**src/rtl/mdu_pkg.sv**
```systemverilog
// mdu_pkg: op encodings, FSM states and default width for the MDU.
// Shared by the sequencer, its iteration core and the EX-side bus.
package mdu_pkg;

  localparam int WIDTH_DEF = 32;

  typedef logic [2:0] md_op_t;

  localparam md_op_t MD_MULT  = 3'd0;
  localparam md_op_t MD_MULTU = 3'd1;
  localparam md_op_t MD_DIV   = 3'd2;
  localparam md_op_t MD_DIVU  = 3'd3;
  localparam md_op_t MD_MFHI  = 3'd4;
  localparam md_op_t MD_MFLO  = 3'd5;
  localparam md_op_t MD_MTHI  = 3'd6;
  localparam md_op_t MD_MTLO  = 3'd7;

  typedef enum logic [1:0] {
    IDLE,
    MUL,
    DIV,
    FIX
  } state_e;

  function automatic logic op_is_arith(input md_op_t op);
    return !op[2];
  endfunction

  function automatic logic op_is_div(input md_op_t op);
    return op == MD_DIV || op == MD_DIVU;
  endfunction

  function automatic logic op_is_signed(input md_op_t op);
    return op == MD_MULT || op == MD_DIV;
  endfunction

endpackage

```
**src/rtl/mdu_if.sv**
```systemverilog
// mdu_if: EX-stage to MDU request/response bundle.
// master = EX side, slave = the MDU sequencer.
interface mdu_if
  import mdu_pkg::*;
#(
  parameter int WIDTH = WIDTH_DEF
);

  logic             md_valid;
  md_op_t           md_op;
  logic [WIDTH-1:0] op_a;
  logic [WIDTH-1:0] op_b;
  logic             stall;
  logic             busy;
  logic             done;
  logic [WIDTH-1:0] hi;
  logic [WIDTH-1:0] lo;
  logic [WIDTH-1:0] rd_data;

  modport master (
    output md_valid, md_op, op_a, op_b,
    input  stall, busy, done, hi, lo, rd_data
  );

  modport slave (
    input  md_valid, md_op, op_a, op_b,
    output stall, busy, done, hi, lo, rd_data
  );

endinterface

```
**src/rtl/mdu_iter_core.sv**
```systemverilog
// mdu_iter_core: one shift-add (MUL) or restoring-subtract (DIV)
// step on the {acc, q} pair; purely combinational.
module mdu_iter_core #(
  parameter int WIDTH = 32
) (
  input  logic             div,
  input  logic [WIDTH-1:0] acc,
  input  logic [WIDTH-1:0] q,
  input  logic [WIDTH-1:0] d,
  output logic [WIDTH-1:0] acc_nx,
  output logic [WIDTH-1:0] q_nx
);

  logic [WIDTH:0]   sum;
  logic [WIDTH:0]   shl;
  logic [WIDTH+1:0] diff;
  logic             ge;

  always_comb begin
    sum  = {1'b0, acc} + (q[0] ? {1'b0, d} : '0);
    shl  = {acc, q[WIDTH-1]};
    diff = {1'b0, shl} - {2'b00, d};
    // diff fits in WIDTH bits exactly when shl >= d
    ge   = ~|diff[WIDTH+1:WIDTH];
    if (div) begin
      acc_nx = ge ? diff[WIDTH-1:0] : shl[WIDTH-1:0];
      q_nx   = {q[WIDTH-2:0], ge};
    end else begin
      acc_nx = sum[WIDTH:1];
      q_nx   = {sum[0], q[WIDTH-1:1]};
    end
  end

endmodule

```
**src/rtl/mdu_sequencer.sv**
```systemverilog
// mdu_sequencer: iterative MULT/DIV controller and HI/LO owner.
// Define MDU_EARLY_TERM_EN to end MUL once the multiplier is exhausted.
module mdu_sequencer
  import mdu_pkg::*;
#(
  parameter int WIDTH = WIDTH_DEF
) (
  input  logic clk,
  input  logic reset,
  mdu_if.slave md
);

  localparam int CW = $clog2(WIDTH + 1);

  state_e state;
  state_e state_nx;

  logic [CW-1:0]      cnt;
  logic [WIDTH-1:0]   acc;
  logic [WIDTH-1:0]   q;
  logic [WIDTH-1:0]   d;
  logic [WIDTH-1:0]   hi;
  logic [WIDTH-1:0]   lo;
  logic [WIDTH-1:0]   acc_nx;
  logic [WIDTH-1:0]   q_nx;
  logic [WIDTH-1:0]   abs_a;
  logic [WIDTH-1:0]   abs_b;
  logic [WIDTH-1:0]   quo;
  logic [WIDTH-1:0]   rem;
  logic [WIDTH-1:0]   hi_fix;
  logic [WIDTH-1:0]   lo_fix;
  logic [WIDTH-1:0]   rd;
  logic [2*WIDTH-1:0] prod_raw;
  logic [2*WIDTH-1:0] prod;

  logic is_div;
  logic neg_res;
  logic neg_rem;
  logic dz;
  logic done;
  logic busy;
  logic accept;
  logic start;
  logic div_op;
  logic sgn;
  logic last;

  assign busy   = state != IDLE;
  assign accept = md.md_valid && !busy;
  assign start  = accept && op_is_arith(md.md_op);
  assign div_op = op_is_div(md.md_op);
  assign sgn    = op_is_signed(md.md_op);

  assign abs_a = (sgn && md.op_a[WIDTH-1]) ? -md.op_a : md.op_a;
  assign abs_b = (sgn && md.op_b[WIDTH-1]) ? -md.op_b : md.op_b;

  mdu_iter_core #(
    .WIDTH(WIDTH)
  ) u_core (
    .div   (state == DIV),
    .acc   (acc),
    .q     (q),
    .d     (d),
    .acc_nx(acc_nx),
    .q_nx  (q_nx)
  );

`ifdef MDU_EARLY_TERM_EN
  // unconsumed multiplier bits sit below the product bits shifted into q
  always_comb begin
    last = cnt == CW'(WIDTH - 1);
    if (state == MUL)
      last = ((q >> 1) & ({WIDTH{1'b1}} >> (cnt + 1'b1))) == '0;
  end

  assign prod_raw = {acc, q} >> (CW'(WIDTH) - cnt);
`else
  assign last     = cnt == CW'(WIDTH - 1);
  assign prod_raw = {acc, q};
`endif

  // a zero divisor leaves q all-ones and acc = |a|; only q skips negation
  assign prod   = neg_res ? -prod_raw : prod_raw;
  assign quo    = dz ? '1 : (neg_res ? -q : q);
  assign rem    = neg_rem ? -acc : acc;
  assign hi_fix = is_div ? rem : prod[2*WIDTH-1:WIDTH];
  assign lo_fix = is_div ? quo : prod[WIDTH-1:0];

  always_ff @(posedge clk or posedge reset) begin
    if (reset) state <= IDLE;
    else       state <= state_nx;
  end

  always_comb begin
    state_nx = state;
    unique case (state)
      IDLE: if (start) state_nx = div_op ? DIV : MUL;
      MUL:  if (last) state_nx = FIX;
      DIV:  if (last) state_nx = FIX;
      FIX:  state_nx = IDLE;
      default: state_nx = IDLE;
    endcase
  end

  always_ff @(posedge clk or posedge reset) begin
    if (reset) begin
      cnt     <= '0;
      acc     <= '0;
      q       <= '0;
      d       <= '0;
      hi      <= '0;
      lo      <= '0;
      is_div  <= 1'b0;
      neg_res <= 1'b0;
      neg_rem <= 1'b0;
      dz      <= 1'b0;
      done    <= 1'b0;
    end else begin
      done <= 1'b0;
      unique case (state)
        IDLE: begin
          if (accept) begin
            unique case (1'b1)
              start: begin
                cnt     <= '0;
                acc     <= '0;
                q       <= div_op ? abs_a : abs_b;
                d       <= div_op ? abs_b : abs_a;
                is_div  <= div_op;
                neg_res <= sgn && (md.op_a[WIDTH-1] ^ md.op_b[WIDTH-1]);
                neg_rem <= sgn && md.op_a[WIDTH-1];
                dz      <= div_op && md.op_b == '0;
              end
              md.md_op == MD_MTHI: hi <= md.op_a;
              md.md_op == MD_MTLO: lo <= md.op_a;
              default: ;
            endcase
          end
        end
        MUL, DIV: begin
          acc <= acc_nx;
          q   <= q_nx;
          cnt <= cnt + 1'b1;
        end
        FIX: begin
          hi   <= hi_fix;
          lo   <= lo_fix;
          done <= 1'b1;
        end
        default: ;
      endcase
    end
  end

  always_comb begin
    rd = '0;
    unique case (1'b1)
      md.md_op == MD_MFHI: rd = hi;
      md.md_op == MD_MFLO: rd = lo;
      default: ;
    endcase
  end

  assign md.stall   = md.md_valid && busy;
  assign md.busy    = busy;
  assign md.done    = done;
  assign md.hi      = hi;
  assign md.lo      = lo;
  assign md.rd_data = rd;

endmodule

```
**src/flat_wrapper.sv**
```systemverilog
// flat-port wrapper written by rule: the top's interface ports become plain ports
module mdu_sequencer_flat import mdu_pkg::*;
#(
  parameter int WIDTH = WIDTH_DEF
)
  (clk, reset, md_md_valid, md_md_op, md_op_a, md_op_b, md_stall, md_busy, md_done, md_hi, md_lo, md_rd_data);
  mdu_if #(.WIDTH(WIDTH)) md_i ();
  input  logic clk;
  input  logic reset;
  input wire logic [$bits(md_i.md_valid)-1:0] md_md_valid;
  input wire logic [$bits(md_i.md_op)-1:0] md_md_op;
  input wire logic [$bits(md_i.op_a)-1:0] md_op_a;
  input wire logic [$bits(md_i.op_b)-1:0] md_op_b;
  output wire logic [$bits(md_i.stall)-1:0] md_stall;
  output wire logic [$bits(md_i.busy)-1:0] md_busy;
  output wire logic [$bits(md_i.done)-1:0] md_done;
  output wire logic [$bits(md_i.hi)-1:0] md_hi;
  output wire logic [$bits(md_i.lo)-1:0] md_lo;
  output wire logic [$bits(md_i.rd_data)-1:0] md_rd_data;
  assign md_i.md_valid = md_md_valid;
  assign md_i.md_op = md_md_op;
  assign md_i.op_a = md_op_a;
  assign md_i.op_b = md_op_b;
  assign md_stall = md_i.stall;
  assign md_busy = md_i.busy;
  assign md_done = md_i.done;
  assign md_hi = md_i.hi;
  assign md_lo = md_i.lo;
  assign md_rd_data = md_i.rd_data;
  mdu_sequencer #(.WIDTH(WIDTH)) u_core (.clk(clk), .reset(reset), .md(md_i));
endmodule
```
**config.mk**
```make
export PLATFORM = sky130hd
export DESIGN_NAME = mdu_sequencer_flat
export DESIGN_NICKNAME = d
export VERILOG_FILES = /design/src/rtl/mdu_pkg.sv /design/src/rtl/mdu_if.sv /design/src/rtl/mdu_iter_core.sv /design/src/rtl/mdu_sequencer.sv /design/src/flat_wrapper.sv
export SDC_FILE = /design/constraint.sdc
export NUM_CORES = 1
export LEC_CHECK = 0
export CAP_MARGIN = 20
export CORE_MARGIN = 2
export CORE_UTILIZATION = 40
export DETAILED_ROUTE_END_ITERATION = 16
export HOLD_SLACK_MARGIN = 0.12
export PLACE_DENSITY = 0.65
export SLEW_MARGIN = 20
export SYNTH_ARGS = -nofsm -noshare
export SYNTH_HDL_FRONTEND = slang
export SYNTH_SLANG_ARGS = --single-unit
```
**constraint.sdc**
```tcl
create_clock -name clk -period 8.6 [get_ports clk]
set_clock_uncertainty 0.2 [all_clocks]
set_input_delay 1.72 -clock clk [delete_from_list [all_inputs] [get_ports clk]]
set_output_delay 1.72 -clock clk [all_outputs]
set_load 0.02 [all_outputs]
```
# Word-level counts from Yosys, hierarchy flattened
# Index checks and enable logic that the tools add are counted.
# totals
regBits	173
latchBits	0
mem_bits_rw	0
mem_bits_ro	0
in_bits	70
out_inout_bits	99
wordCells	96
n_memories	0
# op_classes
add_sub_neg	8
mul	0
div_mod_pow	0
order_cmp	0
eq_ne	15
n_shift	0
mux	35
bitwise_logic	1
n_reduce_logical	25
# op_table
cell	count
$mux 32	21
$pmux 32 s2	5
$neg 32->32	4
$mux 64	1
$neg 64->64	1
$sub 33x32->34	1
$add 32x33->33	1
$logic_not 32->1	1
$eq 3x3->1 const B	4
$mux 6	2
$pmux 6 s2	1
$reduce_and 3->1	4
$ne 2x1->1 const B	5
$logic_and 1x1->1	7
$add 6x1->6 const B	1
$eq 3x2->1 const B	2
$eq 6x5->1 const B	1
$mux 2	3
$pmux 2 s3	1
$reduce_bool 2->1	3
$eq 2x2->1 const B	2
$reduce_or 2->1	2
$logic_not 1->1	3
$logic_not 3->1	1
6 further kinds	7

# Logic depth before layout (Yosys ltp)
# Gate-level depths: netlist of the first run.
# depth
depth_word	8
mapped_depth	14
depth_no_buf	13

# Hierarchy
# A second synthesis of the first run with hierarchy kept.
# unflattened
hier_cells	1948
area_unflattened_um2	15608.7
# by_module_without_submodules
mod	n_inst	cells_each	area_each_um2	seq_area_each_um2
mdu_sequencer	1	1274	10951.8	4329.2
mdu_iter_core	1	674	4657.0	0.0

# Least setup slack after synthesis of the first run
# Ideal clock, no wire load.
# synth_path
path_type	input-to-output
startpoint	input md_md_op[2]
endpoint	output md_rd_data[0]
arrival_ps	2924
t_required_ps	6680
setup_slack_ps	3756
cell_stages	4
n_path_buf	2
path_cell_list	clkbuf_1 -> nor3b_1 -> clkbuf_1 -> a22o_1
# synth_via
elab_chain_len	2
elab_cells_between_ends	3
classes_between	eq/ne (2); mux (1)
# synth_rtl
element	line	text
start, declared	flat_wrapper.sv:11	input wire logic [$bits(md_i.md_op)-1:0] md_md_op;
$eq 3x3->1, on equally long branches	mdu_sequencer.sv:159, mdu_sequencer.sv:158	
$pmux 32 s2 *	mdu_sequencer.sv:157	unique case (1'b1)
end, declared	flat_wrapper.sv:19	output wire logic [$bits(md_i.rd_data)-1:0] md_rd_data;
# Mark *: on every way between the ends. The rest lies on a longest branch, timed or not.

# Final worst setup path of the first run
# layout_path
startpoint	input md_md_op[1]
endpoint	output md_rd_data[14]
# Same word-level chain as after synthesis.

==> parameters.txt, run 1 <==
Parameter                              Value

Timing
  Period minus WS final ... around 6100 ps
  Final Hold Violating Endpoints ... 0
  Final hold slack ... 285 ps
  Final period utilization ... 0.706
  Fin. max-slew vios ... 0
  Max-slew headroom at the worst pin ... 0.240
  Worst slew pin tran ... approximately 1100 ps
  RSZ-0062 raised after global routing ... no
  Final setup TNS ... 0 ps
  Number of setup violations in the final report ... 0
  Achievable frequency ... 0.165 GHz

Detailed routing
  Detail Route Antenna Nets ... 0
  Vias per Instance ... 6.08
  Remaining design rule violation count ... 0
  Via count ... around 16k
  First-iteration detailed-routing DRC count ... around 1.7k
  First-pass iteration count of the detailed router ... 6
  Total wire length ... 56,800 um
  Average detailed-routed wire length per instance ... between 20 and 25 um

Layout
  Multi-input gate area in the final layout ... around 10,000 um^2
  Number of standard cells in the layout, taps in and fillers out ... ~2.5k
  Utilization after layout ... 0.474
  Fillcell total ... approximately 3.8k
  Area delta synth->final ... 16.7%
  Sequential cell area ... 4330 um^2
  Final net count ... 2,167
  Share of final-layout standard cells stronger than drive strength 1 ... 0.0526

Power and ir drop
  Switching share of total power ... 0.528
  Switching power of the nets ... approximately 4.2 mW
  Internal Pwr Total ... about 3.8 mW
  Sequential group share of total power ... 0.226
  Power, Total ... around 8 mW
  Power density over the cells ... ~450 nW/um^2
  Worst voltage drop across the vdd grid ... between 0.2 and 0.25 mV
  Comb pwr share ... 0.669
  Leak ... between 7 and 8 nW
  Proportion of power drawn by the clock network ... 0.106

Setup path
  Worst-path fanout max ... 42
  Worst-case reg-to-reg path depth ... 13
  Worst path most repeated cell ... clkdlybuf4s50_1
  Critical path launch point ... md_md_op[1]
  Worst endpoint required time ... roughly 6700 ps
  Critical path's slowest cell ... and3_2
  Reg-to-reg critical path startpoint ... u_core.q[0]$_DFFE_PP0P_
  Kind of end point of the critical path ... output port
  Largest incremental delay on the critical path ... 660 ps
  CP arrival ... 4150 ps
  Crit Path Category ... input port to output port
  Critical-path cell list ... clkdlybuf4s50_1 > buf_4 > inv_1 > and3_2 > a22o_1 > clkdlybuf4s50_1
  Kind of start point of the critical path ... input port

Synthesis
  Mean instance size in the synthesized netlist ... 7.90 um^2
  Fraction of registers with async set or reset after synthesis ... 1.00
  Synthesized netlist net count ... ~2.1k
  Most instantiated flip-flop cell in the synthesis netlist ... dfrtp_1
  Gate Count Post-Synth ... about 1.9k
  Number of flops mapped to enable cells by yosys ... 0
  Distinct cell type count of the synthesized netlist ... between 70 and 80
  Flip-flop and latch count after synthesis ... ~170
  Sequential-to-total area share from yosys stat ... 0.283
  Syn. warnings ... 0
  Netlist area before placement ... about 15,000 um^2

Placement
  Global placer's final weighted congestion ... 0.965
  Detailed-placement wirelength estimate ... 44,200 um
  Number of instances in the placed design ... approximately 2.5k
  Number of port buffers ... around 170

Clock network
  Clock tree from TritonCTS ... done
  Clock transition at the register clock pins on the worst setup and hold paths after CTS ... ~70 ps
  Clock root buffer ... clkbuf_16
  Maximum level of the CTS H-tree ... 4
  Inserted Clock Buffers ... 17
  Cts-stage hold buffer count ... 0
  Clock network latency to the later pin of the worst-skew pair ... approximately 450 ps
  Max Root-Sink Buffers ... 2
  Quantity of gates resized following cts ... 0
  Number of buffers inserted to repair setup after CTS ... 0
  Number of sinks on the clock net ... between 150 and 200

Die
  Die width ... between 150 and 200 um
  Overall die area ... roughly 40,000 um^2
  Initial Utilization ... 0.406
  Die Span Y ... between 150 and 200 um
  Number of primary I/O pins ... approximately 170
  CORE AREA ... roughly 38,000 um^2
  Row Count ... 71

Global route
  GRT Resource Usage Total ... 0.287
  Via count of the first global-routing pass ... roughly 14k
  Pin count of the biggest net entering global routing ... 100
  Remaining global-route overflow ... 0
  Wire length of the first global-routing pass ... around 86,000 um
  Antenna violations before repair ... 1

Worst hold path
  Hold_sp ... u_core.d[30]$_DFFE_PP0P_
  Cell count of the worst hold path ... 2
  Path class of the lowest-slack min-delay path ... flip-flop to flip-flop

Run
  Number of max-cap violations ... 0

Run status
  Result of the run ... completed
[synth_stat cells, types with 16 or more instances]
cell type / instances / area [um^2]
a22o_1: 35 / 307
xnor2_1: 109 / 955
o22ai_1: 31 / 194
ha_1: 72 / 901
nand2b_1: 16 / 100
o211ai_1: 21 / 158
a21o_1: 36 / 270
inv_1: 61 / 229
mux2i_1: 39 / 390
a21oi_1: 161 / 806
o31ai_1: 21 / 158
nand2_1: 208 / 781
nand3_1: 31 / 155
xor2_1: 65 / 569
nor2_1: 193 / 724
mux2_2: 29 / 327
dfrtp_1: 173 / 4330
a211oi_1: 35 / 263
clkbuf_1: 96 / 360
nor3b_1: 17 / 128
nor3_1: 40 / 200
a22oi_1: 20 / 150
o221ai_1: 17 / 149
o21ai_0: 181 / 906
[sequential cells by signal, summed over array words and instances, names as in the netlist]
signal,count
u_core.acc,32
u_core.cnt,6
u_core.d,32
u_core.dz,1
u_core.is_div,1
u_core.md.done,1
u_core.md.hi,32
u_core.md.lo,32
u_core.neg_rem,1
u_core.neg_res,1
u_core.q,32
u_core.state,2
[placed cells by master, fill, tap and decap left out, drive strengths merged, types with 35 or more instances in the layout]
cell             n
a211oi          35
a21o            36
a21oi          161
a22o            35
clkdlybuf4s50  168
dfrtp          173
ha              72
inv             68
mux2i           39
nand2          208
nor2           193
nor3            40
o21ai          186
xnor2          109
xor2            65
[per-layer routing]
| layer | GRT usage | share of wire |
|---|---|---|
| met4 | 0.0966 | 0.033 |
| met1 | 0.414 | 0.45 |
| met3 | 0.0586 | 0.093 |
| met5 | 0 | 0 |
| met2 | 0.425 | 0.42 |
[critical path, delay by kind of cell]
kind / cells / cell delay [ps]
buf+inv: 4 / 1500
simple gates: 1 / 660
compound gates: 1 / 220
[logic make-up after synthesis]
logic type / Yosys count / synth area share
mux: 68 / 0.0468
simple gates: 618 / 0.189
buf+inv: 178 / 0.0513
xor+xnor: 174 / 0.0995
compound gates: 653 / 0.269
flops: 173 / 0.283
fa+ha+maj: 74 / 0.0615
[power by group through the flow]
stage | Sequential, mW | Clock (mW) | Combinational [mW]
CTS | 1.78 | 0.849 | 5.26
global placement | 1.78 | 0 | 5.18
detailed placement | 1.79 | 0 | 5.24
global route | 1.83 | 0.885 | 5.82
finish | 1.80 | 0.841 | 5.32
floorplan | 1.72 | 0 | 3.68
[layout make-up]
class | instances | area share
sequential | 173 | 0.242
tap | 511 | 0.0358
multi-input combinational | 1587 | 0.573
antenna | 2 | 0.000280
clock buffer | 18 | 0.0240
clock inverter | 14 | 0.0111
inverter | 61 | 0.0131
timing repair buffer | 183 | 0.100
[metrics by stage]
| stage | setup WS, ps | cell area, um^2 |
|---|---|---|
| global route | 2390 | 17900 |
| detailed placement | 2140 | 17200 |
| CTS | 2140 | 17900 |
| floorplan | 1990 | 15300 |
| finish | 2530 | 17900 |
| global placement | 2220 | 17200 |
[final timing paths]
kind / slack, ps / to
min: 280 / u_core.d[30]$_DFFE_PP0P_
max reg2reg: 4200 / u_core.acc[24]$_DFFE_PP0P_
max in group asynchronous: 5000 / u_core.q[30]$_DFFE_PP0P_
min reg2reg: 280 / u_core.d[30]$_DFFE_PP0P_
min in group asynchronous: 1670 / u_core.md.done$_DFF_PP0_
max: 2530 / md_rd_data[14]
Power figures use the tool's default switching activity.
==> inputs of run 2 (changes only) <==
clock period = 6.15 ns   (was 8.6 ns; I/O delays follow)
==> run 2 against run 1 <==
  * Clock-buffer cell count is 2 higher
  * Flip-flop and latch count stayed put
  * Routed wire length is 1.4% higher
  * Critical path depth stayed put
  * Sequential share of layout area hardly changed
  * Clock power is 38% higher
  * Combinational power is 41% higher
  * Non-clock buffer count is 5 higher
  * Die area stayed put
  * First-iteration DRC count is 15% higher
==> parameters.txt, run 2 (synthesis results as in run 1) <==
Parameter                              Value

Power and ir drop
  Comb pwr share ... 0.669 (about the same)
  Switching power of the nets ... 5.92 mW (+41%)
  Sequential group share of total power ... 0.227 (about the same)
  Worst voltage drop across the vdd grid ... 0.345 mV (+53%)
  Internal Pwr Total ... 5.27 mW (+40%)
  Proportion of power drawn by the clock network ... 0.104 (-0.002)
  Power density over the cells ... 625 nW/um^2 (+40%)
  Leak ... 7.26 nW (+0.31%)
  Switching share of total power ... 0.529 (+0.000797)

Die
  Die Span Y ... 200 um (unchanged)
  Die width ... 200 um (unchanged)
  Overall die area ... 39,900 um^2 (unchanged)
  Row Count ... 71 (unchanged)
  Initial Utilization ... 0.406 (unchanged)
  Number of primary I/O pins ... 169 (unchanged)
  CORE AREA ... 37,700 um^2 (unchanged)

Placement
  Detailed-placement wirelength estimate ... 44,400 um (+0.47%)
  Number of instances in the placed design ... 2,520 (+0.20%)
  Number of port buffers ... 168 (unchanged)
  Global placer's final weighted congestion ... 0.980 (+1.6%)

Timing
  RSZ-0062 raised after global routing ... no
  Final setup TNS ... 0 ps (unchanged)
  Final hold slack ... 295 ps (+10.5 ps)
  Final period utilization ... 0.789
  Max-slew headroom at the worst pin ... 0.273 (+0.0326)
  Final Hold Violating Endpoints ... 0 (unchanged)
  Achievable frequency ... a little over 0.2 GHz
  Worst slew pin tran ... 1090 ps (-48.8 ps)
  Number of setup violations in the final report ... 0 (unchanged)
  Fin. max-slew vios ... 0 (unchanged)
  Period minus WS final ... a little under 5000 ps

Run status
  Result of the run ... completed

Setup path
  Largest incremental delay on the critical path ... 600 ps (-60 ps)
  Critical path's slowest cell ... clkdlybuf4s50_1
  Kind of start point of the critical path ... input port
  Critical-path cell list ... clkdlybuf4s50_1 > buf_4 > nor3b_2 > buf_4 > a22o_1 > clkdlybuf4s50_1
  Worst path buffer plus inverter count ... 4 (unchanged)
  CP Depth ... 6 (unchanged)
  Kind of end point of the critical path ... output port
  CP arrival ... 3420 ps (-730 ps)
  Worst-case reg-to-reg path depth ... 11 (-2)
  Worst endpoint required time ... 4720 ps (-1960 ps)
  Crit Path Category ... input port to output port
  Worst-path fanout max ... 41 (-2.4%)
  Critical path's top delay family ... buffers and inverters

Detailed routing
  Via count ... 15.7k (+1.1%)
  Average detailed-routed wire length per instance ... 22.6 um (+1.3%)
  Detail Route Antenna Nets ... 0 (unchanged)
  Vias per Instance ... 6.14 (+0.95%)
  First-pass iteration count of the detailed router ... 6 (unchanged)
  First-iteration detailed-routing DRC count ... 1,985 (+15%)
  Remaining design rule violation count ... 0 (unchanged)
  Total wire length ... 57,600 um (+1.4%)

Clock network
  Clock root buffer ... clkbuf_16
  Number of sinks on the clock net ... 173 (unchanged)
  Clock transition at the register clock pins on the worst setup and hold paths after CTS ... 70 ps (about the same)
  Number of buffers inserted to repair setup after CTS ... 0 (unchanged)
  Quantity of gates resized following cts ... 0 (unchanged)
  Clock network latency to the later pin of the worst-skew pair ... 470 ps (+20 ps)
  Cts-stage hold buffer count ... 0 (unchanged)
  Max Root-Sink Buffers ... 2 (unchanged)
  Maximum level of the CTS H-tree ... 4 (unchanged)
  Inserted Clock Buffers ... 17 (unchanged)
  Clock tree from TritonCTS ... done

Global route
  GRT Resource Usage Total ... 0.290 (+0.00330)
  Pin count of the biggest net entering global routing ... 116 (+16%)
  Wire length of the first global-routing pass ... 87,400 um (+1.3%)
  Remaining global-route overflow ... 0 (unchanged)
  Via count of the first global-routing pass ... 14.3k (+1.2%)
  Antenna violations before repair ... 1 (unchanged)

Layout
  Number of standard cells in the layout, taps in and fillers out ... 2,552 (+0.12%)
  Top library cells by usage in the layout, fill and taps aside ... nand2_1 (208), nor2_1 (191), o21ai_0 (181)
  Share of final-layout standard cells stronger than drive strength 1 ... 0.0544 (+0.00183)
  Area delta synth->final ... 16.9%
  Final net count ... 2,172 (+0.23%)
  Ant. Diodes ... 0 (-2)
  Utilization after layout ... 0.475 (+0.000598)
  Commonest non-fill, non-tap cell in the layout ... nand2_1

Run
  Number of max-cap violations ... 0 (unchanged)

Worst hold path
  Path class of the lowest-slack min-delay path ... flip-flop to flip-flop
  Cell count of the worst hold path ... 2 (unchanged)
run 2: changes by cell type in the layout (fill, tap and decap cells not counted), moves of 2 or more:
| cell | delta |
|---|---|
| inv_6 | +2 |
| buf_4 | +4 |
| diode_2 | -2 |
| clkbuf_8 | +2 |
| clkinv_8 | -3 |
| inv_8 | -3 |
| clkinv_4 | +2 |
run 2: worst min-delay path, cell delays in order (launching register included):
cell	delay, ps
dfrtp_1	360
nand2_1	50
o21ai_0	60
run 2: path summary, 6_finish.rpt:
| path | slack (ps) | from | endpoint |
|---|---|---|---|
| setup / recovery | 1300 | md_md_op[1] | md_rd_data[14] |
| hold / removal | 300 | u_core.d[30]$_DFFE_PP0P_ | u_core.d[30]$_DFFE_PP0P_ |
| setup reg to reg | 1840 | u_core.acc[8]$_DFFE_PP0P_ | u_core.acc[24]$_DFFE_PP0P_ |
| hold reg to reg | 300 | u_core.d[30]$_DFFE_PP0P_ | u_core.d[30]$_DFFE_PP0P_ |
| max in group asynchronous | 3660 | reset | u_core.q[12]$_DFFE_PP0P_ |
| min in group asynchronous | 1000 | reset | u_core.md.hi[24]$_DFFE_PP0P_ |
run 2: cell type report:
cell class              instances  area [um^2]
multi-input cells            1587        10200
well taps                     511          639
clock inverters                12          150
flip-flops and latches        173         4330
inverters                      61          234
repair buffers                188         1840
fillers                      3724        19800
clock buffers                  20          457
run 2: power by group through the flow:
stage | clock network, mW | logic [mW] | registers [mW]
after floorplan | 0 | 5.15 | 2.40
after global placement | 0 | 7.27 | 2.51
after detailed placement | 0 | 7.37 | 2.53
after CTS | 1.18 | 7.40 | 2.51
after global routing | 1.22 | 8.18 | 2.59
final | 1.16 | 7.49 | 2.54
run 2: layer usage:
layer	part of all wire	vias up	track usage
met1	0.45	7515	0.422
met5	0.00021	-	0
met3	0.097	109	0.0535
li1	-	7242	-
met4	0.037	2	0.110
met2	0.42	799	0.424
run 2: stage by stage:
stage | worst slack [ps] | power [mW] | cell area, um^2
after global routing | 1220 | 12.0 | 17900
after CTS | 1330 | 11.1 | 17900
after floorplan | 31.5 | 7.55 | 15300
after global placement | 1380 | 9.78 | 17300
after detailed placement | 1340 | 9.89 | 17300
final | 1300 | 11.2 | 17900
